<file path="config.mk">
export PLATFORM = sky130hd
export DESIGN_NAME = control_pipe
export DESIGN_NICKNAME = d
export VERILOG_FILES = /design/src/rtl/control_pipe.sv
export SDC_FILE = /design/constraint.sdc
export NUM_CORES = 1
export LEC_CHECK = 0
export ABC_AREA = 1
export BUFFER_PORTS_ARGS = -buffer_cell sky130_fd_sc_hd__buf_2
export CORE_UTILIZATION = 41
export DETAILED_ROUTE_END_ITERATION = 8
export PLACE_DENSITY_LB_ADDON = 0.1
export SYNTH_ARGS = -nofsm -noshare
export SYNTH_HDL_FRONTEND = slang
export SYNTH_SLANG_ARGS = --single-unit
</file>
<file path="constraint.sdc">
create_clock -name CLK -period 1.34 [get_ports CLK]
set_clock_uncertainty 0.1 [all_clocks]
set_input_delay 0 -clock CLK [delete_from_list [all_inputs] [get_ports CLK]]
set_output_delay 0 -clock CLK [all_outputs]
set_load 0.02 [all_outputs]
</file>
<file path="src/rtl/control_pipe.sv">
// Control bundle pipeline for ID/EX, EX/MEM and MEM/WB, with load-use stall, branch squash and EX forwarding selects.
// Latency: EX_* one edge after ID, MEM_* two, WB_* three. Backpressure: STALL holds PC/IF-ID while ID/EX takes a bubble.
module control_pipe #(
  parameter int TAM_ALUOP    = 3,
  parameter int TAM_AUIPCLUI = 2,
  parameter int TAM_REG      = 5
) (
  input  logic                    CLK,
  input  logic                    RST,
  input  logic                    ID_BRANCH,
  input  logic                    ID_MEMREAD,
  input  logic                    ID_MEMTOREG,
  input  logic                    ID_MEMWRITE,
  input  logic                    ID_ALUSRC,
  input  logic                    ID_REGWRITE,
  input  logic [TAM_ALUOP-1:0]    ID_ALUOP,
  input  logic [TAM_AUIPCLUI-1:0] ID_AUIPCLUI,
  input  logic [TAM_REG-1:0]      ID_RS1,
  input  logic [TAM_REG-1:0]      ID_RS2,
  input  logic [TAM_REG-1:0]      ID_RD,
  input  logic                    ID_RS2_VALID,
  input  logic                    BRANCH_TAKEN,
  output logic                    STALL,
  output logic                    FLUSH,
  output logic                    EX_BRANCH,
  output logic                    EX_MEMREAD,
  output logic                    EX_MEMTOREG,
  output logic                    EX_MEMWRITE,
  output logic                    EX_ALUSRC,
  output logic                    EX_REGWRITE,
  output logic [TAM_ALUOP-1:0]    EX_ALUOP,
  output logic [TAM_AUIPCLUI-1:0] EX_AUIPCLUI,
  output logic [TAM_REG-1:0]      EX_RS1,
  output logic [TAM_REG-1:0]      EX_RS2,
  output logic [TAM_REG-1:0]      EX_RD,
  output logic                    MEM_MEMREAD,
  output logic                    MEM_MEMWRITE,
  output logic                    MEM_MEMTOREG,
  output logic                    MEM_REGWRITE,
  output logic [TAM_REG-1:0]      MEM_RD,
  output logic                    WB_MEMTOREG,
  output logic                    WB_REGWRITE,
  output logic [TAM_REG-1:0]      WB_RD,
  output logic [1:0]              FWD_A,
  output logic [1:0]              FWD_B
);

  typedef struct packed {
    logic                    branch;
    logic                    memread;
    logic                    memtoreg;
    logic                    memwrite;
    logic                    alusrc;
    logic                    regwrite;
    logic [TAM_ALUOP-1:0]    aluop;
    logic [TAM_AUIPCLUI-1:0] auipclui;
    logic [TAM_REG-1:0]      rs1;
    logic [TAM_REG-1:0]      rs2;
    logic [TAM_REG-1:0]      rd;
  } ex_t;

  typedef struct packed {
    logic               memread;
    logic               memwrite;
    logic               memtoreg;
    logic               regwrite;
    logic [TAM_REG-1:0] rd;
  } mem_t;

  typedef struct packed {
    logic               memtoreg;
    logic               regwrite;
    logic [TAM_REG-1:0] rd;
  } wb_t;

  localparam logic [TAM_AUIPCLUI-1:0] AUIPCLUI_BUBBLE = TAM_AUIPCLUI'(2'b10);

  ex_t  ex_q, ex_d, id_bundle, ex_bubble;
  mem_t mem_q, mem_d;
  wb_t  wb_q, wb_d;
  logic haz;

  // A producer in MEM is younger than one in WB, so it must win.
  function automatic logic [1:0] fwd_sel(
    input logic [TAM_REG-1:0] rs,
    input mem_t               m,
    input wb_t                w
  );
    if (m.regwrite && m.rd != '0 && m.rd == rs)      return 2'b10;
    else if (w.regwrite && w.rd != '0 && w.rd == rs) return 2'b01;
    else                                             return 2'b00;
  endfunction

  always_comb begin
    ex_bubble          = '0;
    ex_bubble.auipclui = AUIPCLUI_BUBBLE;

    id_bundle.branch   = ID_BRANCH;
    id_bundle.memread  = ID_MEMREAD;
    id_bundle.memtoreg = ID_MEMTOREG;
    id_bundle.memwrite = ID_MEMWRITE;
    id_bundle.alusrc   = ID_ALUSRC;
    id_bundle.regwrite = ID_REGWRITE;
    id_bundle.aluop    = ID_ALUOP;
    id_bundle.auipclui = ID_AUIPCLUI;
    id_bundle.rs1      = ID_RS1;
    id_bundle.rs2      = ID_RS2;
    id_bundle.rd       = ID_RD;

    haz = ex_q.memread && (ex_q.rd != '0) &&
          ((ex_q.rd == ID_RS1) || (ID_RS2_VALID && (ex_q.rd == ID_RS2)));
    // A taken branch squashes the ID instruction, so holding it would be pointless.
    STALL = haz && !BRANCH_TAKEN;
    FLUSH = BRANCH_TAKEN;

    ex_d = (STALL || FLUSH) ? ex_bubble : id_bundle;

    mem_d.memread  = ex_q.memread;
    mem_d.memwrite = ex_q.memwrite;
    mem_d.memtoreg = ex_q.memtoreg;
    mem_d.regwrite = ex_q.regwrite;
    mem_d.rd       = ex_q.rd;

    wb_d.memtoreg  = mem_q.memtoreg;
    wb_d.regwrite  = mem_q.regwrite;
    wb_d.rd        = mem_q.rd;

    FWD_A = fwd_sel(ex_q.rs1, mem_q, wb_q);
    FWD_B = fwd_sel(ex_q.rs2, mem_q, wb_q);
  end

  always_ff @(posedge CLK) begin
    if (RST) begin
      ex_q  <= ex_bubble;
      mem_q <= '0;
      wb_q  <= '0;
    end else begin
      ex_q  <= ex_d;
      mem_q <= mem_d;
      wb_q  <= wb_d;
    end
  end

  assign EX_BRANCH    = ex_q.branch;
  assign EX_MEMREAD   = ex_q.memread;
  assign EX_MEMTOREG  = ex_q.memtoreg;
  assign EX_MEMWRITE  = ex_q.memwrite;
  assign EX_ALUSRC    = ex_q.alusrc;
  assign EX_REGWRITE  = ex_q.regwrite;
  assign EX_ALUOP     = ex_q.aluop;
  assign EX_AUIPCLUI  = ex_q.auipclui;
  assign EX_RS1       = ex_q.rs1;
  assign EX_RS2       = ex_q.rs2;
  assign EX_RD        = ex_q.rd;
  assign MEM_MEMREAD  = mem_q.memread;
  assign MEM_MEMWRITE = mem_q.memwrite;
  assign MEM_MEMTOREG = mem_q.memtoreg;
  assign MEM_REGWRITE = mem_q.regwrite;
  assign MEM_RD       = mem_q.rd;
  assign WB_MEMTOREG  = wb_q.memtoreg;
  assign WB_REGWRITE  = wb_q.regwrite;
  assign WB_RD        = wb_q.rd;

endmodule

</file>
==> results of run 1 <==
## metal layers
layer	wire length (µm)	part of all wire [%]	GRT usage [%]
met5	0	0	0
met2	2413	52	39.95
met3	251	5.4	6.250
met4	121	2.6	10.05
met1	1820	40	23.97
## registers in the layout (all words and copies together), names as in the netlist, 2 cells and up
| signal | flops |
|---|---|
| EX_ALUOP | 3 |
| EX_AUIPCLUI | 2 |
| EX_RD | 5 |
| EX_RS1 | 5 |
| EX_RS2 | 5 |
| MEM_RD | 5 |
| WB_RD | 5 |
## power by group through the flow
stage / Sequential (W) / Combinational (W) / Clock [W]
6_report: 0.00132 / 0.000467 / 0.00100
4_1_cts: 0.00133 / 0.000420 / 0.00102
3_3_place_gp: 0.00135 / 0.000318 / 0
5_1_grt: 0.00133 / 0.000506 / 0.00109
2_1_floorplan: 0.00141 / 0.000145 / 0
3_5_place_dp: 0.00135 / 0.000319 / 0
## area by class of cell
class | instances | area, µm²
repair buffers | 119 | 817.0
clock inverters | 1 | 30.03
fillers | 249 | 845.8
clock buffers | 6 | 82.58
multi-input cells | 124 | 869.6
inverters | 43 | 161.4
well taps | 48 | 60.06
flip-flops and latches | 42 | 877.1
## kinds of logic (layout without fill, tap and decap cells)
group	after synthesis	after routing
XOR/XNOR	21	21
flip-flops	42	42
buffers and inverters	48	169
AND/OR/NAND/NOR	97	100
AO/OA/AOI/OAI	3	3
## worst min-delay path, cell delays in order
cell and delay [ns]:
buf_2 0.09, buf_4 0.21, nor2_1 0.06
## what timing repair did
item	4_1_cts	5_1_grt
endpoints found under the setup margin	30	31
pin swaps	20	13
setup buffers	6	1
hold endpoints to repair	26	0
gates cloned	3	0
hold buffers	26	0
gates resized for setup	52	35
## metrics by stage
step / util [%] / setup WS [ns]
6_report: 77.41 / -0.3292
5_1_grt: 77.41 / -0.4108
4_1_cts: 73.70 / -0.2168
3_5_place_dp: 57.49 / -0.08647
3_3_place_gp: 57.49 / -0.07449
2_1_floorplan: - / -0.05027
## cell usage after synthesis
master,number,share of area (%)
dfxtp_1,42,51
buf_4,1,0.46
nand2_1,29,6.6
xnor2_1,13,6.9
inv_1,43,9.8
nor2_2,2,0.76
nor3_1,4,1.2
nand3_1,3,0.91
nor2_1,51,12
o21ai_0,3,0.91
clkbuf_1,2,0.46
xor2_1,8,4.3
nand3b_1,1,0.46
buf_6,2,1.4
nand2_2,1,0.38
nand2_4,1,0.69
nand4_1,5,1.9
## worst paths after layout
kind | start | end | slack [ns] | cells past startpoint
max | EX_RD[0] | EX_RS2[1] | -0.33 | 10
min | RST | MEM_RD[1] | 0.004 | 3
max reg2reg | EX_RD[0] | EX_RS2[1] | -0.33 | 10
min reg2reg | MEM_MEMTOREG | WB_MEMTOREG | 0.32 | 2
==> key figures, run 1 <==
Place
  • GPL Wtd Cong: 0.7841
  • Dpl cell area: 2152 µm²
  • PortBufs: 77
  • Dpl cells: 340
  • HPWL after DPL: between 2000 and 3000 µm

Setup path
  • Worst Path Buf+Inv: 5
  • Startpoint types: flip-flop
  • CP top delay family: buffers and inverters
  • Slowest Stage Delay on Critical Path: 0.36 ns
  • CP max-delay cell: dfxtp_4
  • Worst Path Max Fanout: 6
  • Crit-path cells: inv_2 -> buf_6 -> nand4_1 -> o21ai_1 -> inv_1 -> nand2_2 -> buf_4 -> buf_12 -> nand2_8 -> nor2_4
  • Worst setup path category: flip-flop to flip-flop
  • CP arrival: 1.79 ns
  • Crit end category: flip-flop
  • Worst Path Required: 1.46 ns

Final layout
  • Nets: 365
  • Post-Layout Cell Count: 383
  • Most frequent cells in the layout: buf_2, inv_1, nor2_1, nand2_1, dlygate4sd3_1
  • # diodes: 0
  • Layout cells sized above 1: between 40% and 50%
  • Most common cell after layout, fill and taps aside: buf_2
  • Area grow syn2layout: 76.39%
  • Finished Cell Area: ~2900 µm²

Clock tree
  • H-tree Lvls: 2
  • CTS max path bufs: 2
  • Clock sinks: 42
  • CTS root buf: clkbuf_8
  • Total CTS buffers: 5
  • Clk_lat worst skew: 0.29 ns
  • Reg clk slew, reported paths: 0.07 ns
  • CTS tree: done

Yosys
  • Cells after Synth: 211
  • Ys Warns: 0
  • Cell Area, Synth: 1643 µm²
  • Unique masters post-synth: 17
  • Adder-cell share of the synthesized area: 0%
  • Synthesized area per cell: between 7 and 8 µm²
  • Post-Synth XOR/XNOR Area: 11.20%
  • Mux cell area share after synthesis: 0%
  • Register bit total from synthesis: 42
  • Simple-Gate Fraction of Synth Area: ~25%
  • Complex-gate fraction of the synthesized area: 0.9139%
  • Post-synthesis sequential area ratio: 51.18%
  • Main combinational cell family by area after synthesis: simple AND/OR/NAND/NOR gates
  • Net count after synthesis: 241

Run status
  • Outcome: finished with violations
  • Failing checks: setup timing

Floorplan
  • Ports: 78
  • Chip height: approximately 65 µm
  • Core area: 3744 µm²
  • Initial Util: 43.88%
  • Number of cell rows: 22
  • Die W: about 65 µm
  • Die ar.: 4264 µm²

GRT
  • First-pass GRT wire length: ~7000 µm
  • Initial antenna violation count: 0
  • Largest net degree at the start of global routing: 17
  • Vias in the first global route: 1634
  • Gr ovfl total: 0
  • GRT Total Usage: 22.25%

Pwr
  • Fraction of power consumed by sequential logic: 47.4%
  • Power density cells: 964.6 nW/µm²
  • Static Leak: 1.505 nW
  • Sw Ratio: roughly 25%
  • Combinational power share: between 15 and 20%
  • Switching power total: 0.0006963 W
  • Pint: about 0.0021 W
  • Max IR drop VDD: 703.9 µV
  • Pwr Total: 0.002795 W
  • Clock network power share: 35.9%

Drt
  • Via Count: 1711
  • Via/cell ratio: 4.467
  • Post-Route WL: 4606 µm
  • Routed Antenna Nets: 0
  • 1st-pass router iterations: 4
  • WL per Instance: 12.03 µm
  • Drc violations: 0
  • Initial DRC Count: 49

Timing
  • Hold slack: 0.004392 ns
  • Worst-margin pin slew: 1.352 ns
  • Worst slew margin: a little under a tenth
  • Setup TNS Final: -8.543 ns
  • Final Cycle Share: 124.6%
  • Max Freq: 599.1 MHz
  • Tmin final: 1.669 ns
  • Endpoints failing setup: 31
  • Final hold violation count: 0
  • Final Slew Violations: 0
  • Final WS setup: -0.3292 ns
  • RSZ-0062 raised after global routing: true

Worst hold path
  • Hold Crit Class: primary input to flip-flop

Flow run
  • Max cap viols: 0
No activity file was read; power rests on OpenSTA's default activity.
==> inputs of run 2 (changes only) <==
CORE_UTILIZATION = 43   (was 41)
CTS_BUF_LIST = sky130_fd_sc_hd__clkbuf_4   (was default)
==> key figures, run 2 (synthesized netlist as in run 1, its figures left out) <==
Setup path
  • Worst Path Required: 1.51 ns (was 1.46 ns)
  • R2R depth: 10 (unchanged)
  • Startpoint types: flip-flop (unchanged)
  • CP max-delay cell: dfxtp_2 (was dfxtp_4)
  • Worst setup path category: flip-flop to flip-flop (unchanged)
  • Slowest Stage Delay on Critical Path: 0.36 ns (about the same)
  • Crit end category: flip-flop (unchanged)
  • Worst r2r dst: EX_ALUSRC (was EX_RS2[1])
  • Reg2Reg Setup Slack: -0.43 ns (was -0.33 ns)
  • Worst Path Buf+Inv: 5 (unchanged)
  • Worst Path Max Fanout: 6 (unchanged)
  • Crit-path cells: inv_2 -> buf_6 -> nand4_1 -> o21ai_1 -> inv_1 -> nand2_2 -> buf_4 -> buf_12 -> nand2_8 -> nor2_1 (was inv_2 -> buf_6 -> nand4_1 -> o21ai_1 -> inv_1 -> nand2_2 -> buf_4 -> buf_12 -> nand2_8 -> nor2_4)
  • CP arrival: 1.94 ns (was 1.79 ns)
  • Reg2reg start: EX_RD[2] (was EX_RD[0])
  • CP top delay family: buffers and inverters (unchanged)

Place
  • Dpl cells: 339 (was 340)
  • HPWL after DPL: 2607 µm (was 2693 µm)
  • PortBufs: 77 (unchanged)
  • GPL Wtd Cong: 0.7881 (was 0.7841)

Floorplan
  • Core area: 3661 µm² (was 3744 µm²)
  • Initial Util: 44.87% (was 43.88%)
  • Chip height: 63.81 µm (was 65.30 µm)
  • Die ar.: 4072 µm² (was 4264 µm²)
  • Die W: 63.81 µm (was 65.30 µm)
  • Number of cell rows: 22 (unchanged)
  • Ports: 78 (unchanged)

Timing
  • Tmin final: 1.769 ns (was 1.669 ns)
  • RSZ-0062 raised after global routing: true (unchanged)
  • Final WS setup: -0.4288 ns (was -0.3292 ns)
  • Worst slew margin: 12.66% (was 9.545%)
  • Max Freq: 565.4 MHz (was 599.1 MHz)
  • Final Slew Violations: 0 (unchanged)
  • Final Cycle Share: 132.0% (was 124.6%)
  • Worst-margin pin slew: 1.305 ns (was 1.352 ns)
  • Endpoints failing setup: 31 (unchanged)
  • Hold slack: 0.08956 ns (was 0.004392 ns)
  • Final hold violation count: 0 (unchanged)

Clock tree
  • Reg clk slew, reported paths: 0.12 ns (was 0.07 ns)
  • CTS tree: done (unchanged)
  • CTS max path bufs: 2 (unchanged)
  • H-tree Lvls: 2 (unchanged)
  • CTS root buf: clkbuf_4 (was clkbuf_8)
  • Clk_lat worst skew: 0.35 ns (was 0.29 ns)
  • Total CTS buffers: 5 (unchanged)
  • Clock sinks: 42 (unchanged)

Pwr
  • Combinational power share: 20.4% (was 16.7%)
  • Static Leak: 1.489 nW (was 1.505 nW)
  • Power density cells: 827.9 nW/µm² (was 964.6 nW/µm²)
  • Sw Ratio: 28.50% (was 24.91%)
  • Pint: 0.001726 W (was 0.002099 W)
  • Fraction of power consumed by sequential logic: 54.8% (was 47.4%)
  • Clock network power share: 24.8% (was 35.9%)
  • Switching power total: 0.0006879 W (was 0.0006963 W)
  • Max IR drop VDD: 784.0 µV (was 703.9 µV)

GRT
  • Initial antenna violation count: 0 (unchanged)
  • Vias in the first global route: 1581 (was 1634)
  • Gr ovfl total: 0 (unchanged)
  • GRT Total Usage: 22.34% (was 22.25%)
  • Largest net degree at the start of global routing: 17 (unchanged)
  • First-pass GRT wire length: 6886 µm (was 7051 µm)

Drt
  • 1st-pass router iterations: 4 (unchanged)
  • Routed Antenna Nets: 0 (unchanged)
  • Initial DRC Count: 40 (was 49)
  • Via Count: 1735 (was 1711)
  • WL per Instance: 12.67 µm (was 12.03 µm)
  • Post-Route WL: 4890 µm (was 4606 µm)
  • Via/cell ratio: 4.495 (was 4.467)
  • Drc violations: 0 (unchanged)

Run status
  • Failing checks: setup timing (unchanged)
  • Outcome: finished with violations (unchanged)

Final layout
  • Most frequent cells in the layout: buf_2, inv_1, nor2_1, nand2_1, dlygate4sd3_1 (unchanged)
  • # diodes: 0 (unchanged)
  • Area grow syn2layout: 77.46% (was 76.39%)
  • Nets: 367 (was 365)
  • Most common cell after layout, fill and taps aside: buf_2 (unchanged)
  • Post-Layout Cell Count: 386 (was 383)
  • Layout cells sized above 1: 49.70% (was 49.85%)
  • Layout Utilization: 79.63% (was 77.41%)

Worst hold path
  • Hold Crit Class: primary input to flip-flop (unchanged)
  • Hold endpoint: EX_AUIPCLUI[1] (was MEM_RD[1])
  • Min-Delay Path Depth: 3 (unchanged)
  • Origin of the worst min-delay path: RST (unchanged)

Flow run
  • Max cap viols: 0 (unchanged)
[run 2: cell count changes in the layout (fill, tap and decap cells not counted), moves of 2 or more]
cell,delta
nor2_2,-9
dfxtp_4,+2
inv_1,+4
dfxtp_1,-2
buf_4,+2
clkbuf_4,+6
nor2_4,+9
inv_2,-5
clkbuf_8,-6
[run 2: area by class of cell]
class                           instances  area (µm²)
Clock buffer                            6       45.04
Clock inverter                          2       8.758
Fill cell                             224       745.7
Inverter                               43       163.9
Multi-Input combinational cell        124       922.1
Sequential cell                        42       884.6
Tap cell                               48       60.06
Timing Repair Buffer                  121       830.8
[run 2: power groups by stage]
stage	Clock (W)	Combinational (W)	Sequential [W]
5_1_grt	0.000671	0.000527	0.00133
3_5_place_dp	0	0.000316	0.00135
2_1_floorplan	0	0.000145	0.00141
3_3_place_gp	0	0.000315	0.00135
4_1_cts	0.000614	0.000407	0.00133
6_report	0.000599	0.000492	0.00132
[run 2: tightest hold or removal path: stages]
cell and delay [ns]:
buf_2 0.09, nor2_1 0.24, nand3b_1 0.18
[run 2: worst max path at each step]
stage	to	slack, ns	startpoint	depth (start not counted)
floorplan	FWD_A[0]	-0.05	MEM_RD[3]	5
global placement	EX_RS1[2]	-0.06	EX_RD[3]	9
detailed placement	EX_RS2[1]	-0.07	EX_RD[3]	9
CTS	STALL	-0.30	EX_RD[1]	10
global route	STALL	-0.50	EX_RD[2]	9
finish	EX_ALUSRC	-0.43	EX_RD[2]	10
[run 2: what timing repair did]
action,in CTS,in global routing
endpoints found under the setup margin,30,31
pin swaps,17,14
endpoints found under the hold margin,42,0
cloned,2,1
gates resized for setup,35,63
hold buffers,27,0
setup buffers,6,4
[run 2: layer usage]
| layer | GRT usage, % | wire, µm |
|---|---|---|
| met3 | 6.250 | 272 |
| met2 | 38.16 | 2626 |
| met4 | 10.23 | 153 |
| met5 | 0 | 0 |
| met1 | 25.70 | 1838 |
[run 2: stage by stage]
| step | cell area (µm²) | setup WS [ns] | setup TNS, ns | total power (W) |
|---|---|---|---|---|
| 2_1_floorplan | 1677 | -0.05027 | -0.05027 | 0.001550 |
| 3_5_place_dp | 2145 | -0.07324 | -1.189 | 0.001670 |
| 6_report | 2915 | -0.4288 | -10.67 | 0.002414 |
| 3_3_place_gp | 2145 | -0.05919 | -0.7476 | 0.001668 |
| 5_1_grt | 2915 | -0.5008 | -13.23 | 0.002527 |
| 4_1_cts | 2631 | -0.3041 | -3.686 | 0.002348 |
==> inputs of run 3 (changes only) <==
CORE_UTILIZATION = 47   (was 43)
clock period = 1.67 ns   (was 1.34 ns; I/O delays follow)
==> key figures, run 3 (synthesized netlist as in run 1, its figures left out) <==
Floorplan
  • Die W: 61.12 µm (was 63.81 µm)
  • Core area: 3337 µm² (was 3661 µm²)
  • Number of cell rows: 21 (was 22)
  • Die ar.: 3736 µm² (was 4072 µm²)
  • Initial Util: 49.23% (was 44.87%)
  • Chip height: 61.12 µm (was 63.81 µm)
  • Ports: 78 (unchanged)

Timing
  • Endpoints failing setup: 0 (was 31)
  • RSZ-0062 raised after global routing: true (unchanged)
  • Worst-margin pin slew: 0.2839 ns (was 1.305 ns)
  • Setup TNS Final: 0 ns (was -10.67 ns)
  • Worst slew margin: 81.05% (was 12.66%)
  • Final hold violation count: 0 (unchanged)
  • Max Freq: ~630 MHz
  • Hold slack: 0.1275 ns (was 0.08956 ns)
  • Final Slew Violations: 0 (unchanged)
  • Tmin final: 1.599 ns
  • Final Cycle Share: 95.75%

Drt
  • Drc violations: 0 (unchanged)
  • Via/cell ratio: 4.356 (was 4.495)
  • WL per Instance: 10.05 µm (was 12.67 µm)
  • Initial DRC Count: 41 (was 40)
  • 1st-pass router iterations: 4 (unchanged)
  • Routed Antenna Nets: 0 (unchanged)
  • Post-Route WL: 3700 µm (was 4890 µm)
  • Via Count: 1603 (was 1735)

Setup path
  • Crit path from: EX_RD[0] (was EX_RD[2])
  • Reg2reg start: EX_RD[0] (was EX_RD[2])
  • Slowest Stage Delay on Critical Path: 0.38 ns (was 0.36 ns)
  • Crit-path cells: inv_2 -> nand2_1 -> nand2_1 -> nor2_1 -> nand3_1 -> nand2_1 -> nand2_2 -> nor2_2 -> buf_6 (was inv_2 -> buf_6 -> nand4_1 -> o21ai_1 -> inv_1 -> nand2_2 -> buf_4 -> buf_12 -> nand2_8 -> nor2_1)
  • CP top delay family: simple AND/OR/NAND/NOR gates (was buffers and inverters)
  • Worst Path Required: 1.57 ns (was 1.51 ns)
  • Worst Path Buf+Inv: 2 (was 5)
  • Most frequent CP cell: nand2_1
  • Worst Path Max Fanout: 5 (was 6)
  • Worst setup path category: flip-flop to primary output (was flip-flop to flip-flop)
  • Crit end category: primary output (was flip-flop)
  • CP arrival: 1.50 ns (was 1.94 ns)
  • R2R depth: 9 (was 10)
  • Startpoint types: flip-flop (unchanged)
  • Number of cells on the critical path: 9 (was 10)
  • CP max-delay cell: dfxtp_2 (unchanged)

Pwr
  • Pwr Total: 0.002011 W (was 0.002414 W)
  • Max IR drop VDD: 697.1 µV (was 784.0 µV)
  • Static Leak: 1.376 nW (was 1.489 nW)
  • Power density cells: 806.7 nW/µm² (was 827.9 nW/µm²)

Final layout
  • FF+latch area: 858.3 µm² (was 884.6 µm²)
  • # fillers: 252 (was 224)
  • Footprint of the multi-input gates: 633.1 µm² (was 922.1 µm²)
  • Layout Utilization: 74.69% (was 79.63%)
  • Most common cell after layout, fill and taps aside: buf_2 (unchanged)
  • Area grow syn2layout: 51.71% (was 77.46%)
  • Layout cells sized above 1: 36.34% (was 49.70%)
  • # diodes: 0 (unchanged)
  • Finished Cell Area: 2492 µm² (was 2915 µm²)
  • Nets: 351 (was 367)
  • Most frequent cells in the layout: buf_2, nor2_1, inv_1, dfxtp_1, dlygate4sd3_1 (was buf_2, inv_1, nor2_1, nand2_1, dlygate4sd3_1)

Clock tree
  • H-tree Lvls: 2 (unchanged)
  • Reg clk slew, reported paths: 0.12 ns (about the same)
  • Clock sinks: 42 (unchanged)
  • Clk_lat worst skew: 0.33 ns (was 0.35 ns)
  • CTS max path bufs: 2 (unchanged)
  • Total CTS buffers: 5 (unchanged)
  • CTS tree: done (unchanged)
  • CTS root buf: clkbuf_4 (unchanged)

Worst hold path
  • Min-Delay Path Depth: 7 (was 3)
  • Hold Crit Class: primary input to flip-flop (unchanged)
  • Origin of the worst min-delay path: ID_RS2_VALID (was RST)

GRT
  • Gr ovfl total: 0 (unchanged)
  • Initial antenna violation count: 0 (unchanged)
  • Largest net degree at the start of global routing: 26 (was 17)
  • Vias in the first global route: 1330 (was 1581)
  • GRT Total Usage: 19.80% (was 22.34%)
  • First-pass GRT wire length: 5306 µm (was 6886 µm)

Place
  • PortBufs: 77 (unchanged)
  • GPL Wtd Cong: 0.8018 (was 0.7881)
  • HPWL after DPL: 2488 µm (was 2607 µm)
  • Dpl cell area: 2056 µm² (was 2145 µm²)

Run status
  • Outcome: finished clean (was finished with violations)

Flow run
  • Max cap viols: 0 (unchanged)
[run 3: tightest hold or removal path, stage by stage]
cell and delay [ns]:
buf_2 0.10, nand2_1 0.06, nor2_1 0.04, nand3_1 0.05
nand2_1 0.07, nand2_2 0.11, nand3b_1 0.08
[run 3: routing by layer]
metal	up-vias	GRT usage, %	wire (µm)
met1	704	22.89	1619
met5	-	0	0
met2	59	35.09	1812
met4	0	8.117	53
li1	833	-	-
met3	7	4.622	215
[run 3: path summary, 6_finish.rpt]
path	end	slack (ns)
max	STALL	0.07
min	EX_AUIPCLUI[1]	0.13
max reg2reg	EX_ALUOP[0]	0.26
min reg2reg	MEM_MEMWRITE	0.32
[run 3: area by class of cell]
type | instances | share of cell area, %
clock buffers | 6 | 1.807
clock inverters | 2 | 1.506
inverters | 43 | 6.476
multi-input cells | 121 | 25.40
flip-flops and latches | 42 | 34.44
well taps | 46 | 2.309
repair buffers | 108 | 28.06
[run 3: through the flow]
step	worst slack [ns]	instances
final	0.07097	368
after global routing	-0.01931	368
after CTS	0.001550	366
after detailed placement	0.2187	330
after global placement	0.2601	330
after floorplan	-0.001510	211
[run 3: power breakdown]
| part | total, W | switching [W] | internal [W] |
|---|---|---|---|
| sequential | 0.00106 | 0.0000282 | 0.00104 |
| clock | 0.000644 | 0.000311 | 0.000332 |
| combinational | 0.000302 | 0.000157 | 0.000145 |
[run 3: what timing repair did]
action / 4_1_cts / 5_1_grt
endpoints found under the setup margin: 1 / 5
hold buffers: 28 / 0
pin swaps: 0 / 10
setup buffers: 0 / 2
resized for setup: 1 / 31
hold endpoints to repair: 42 / 0
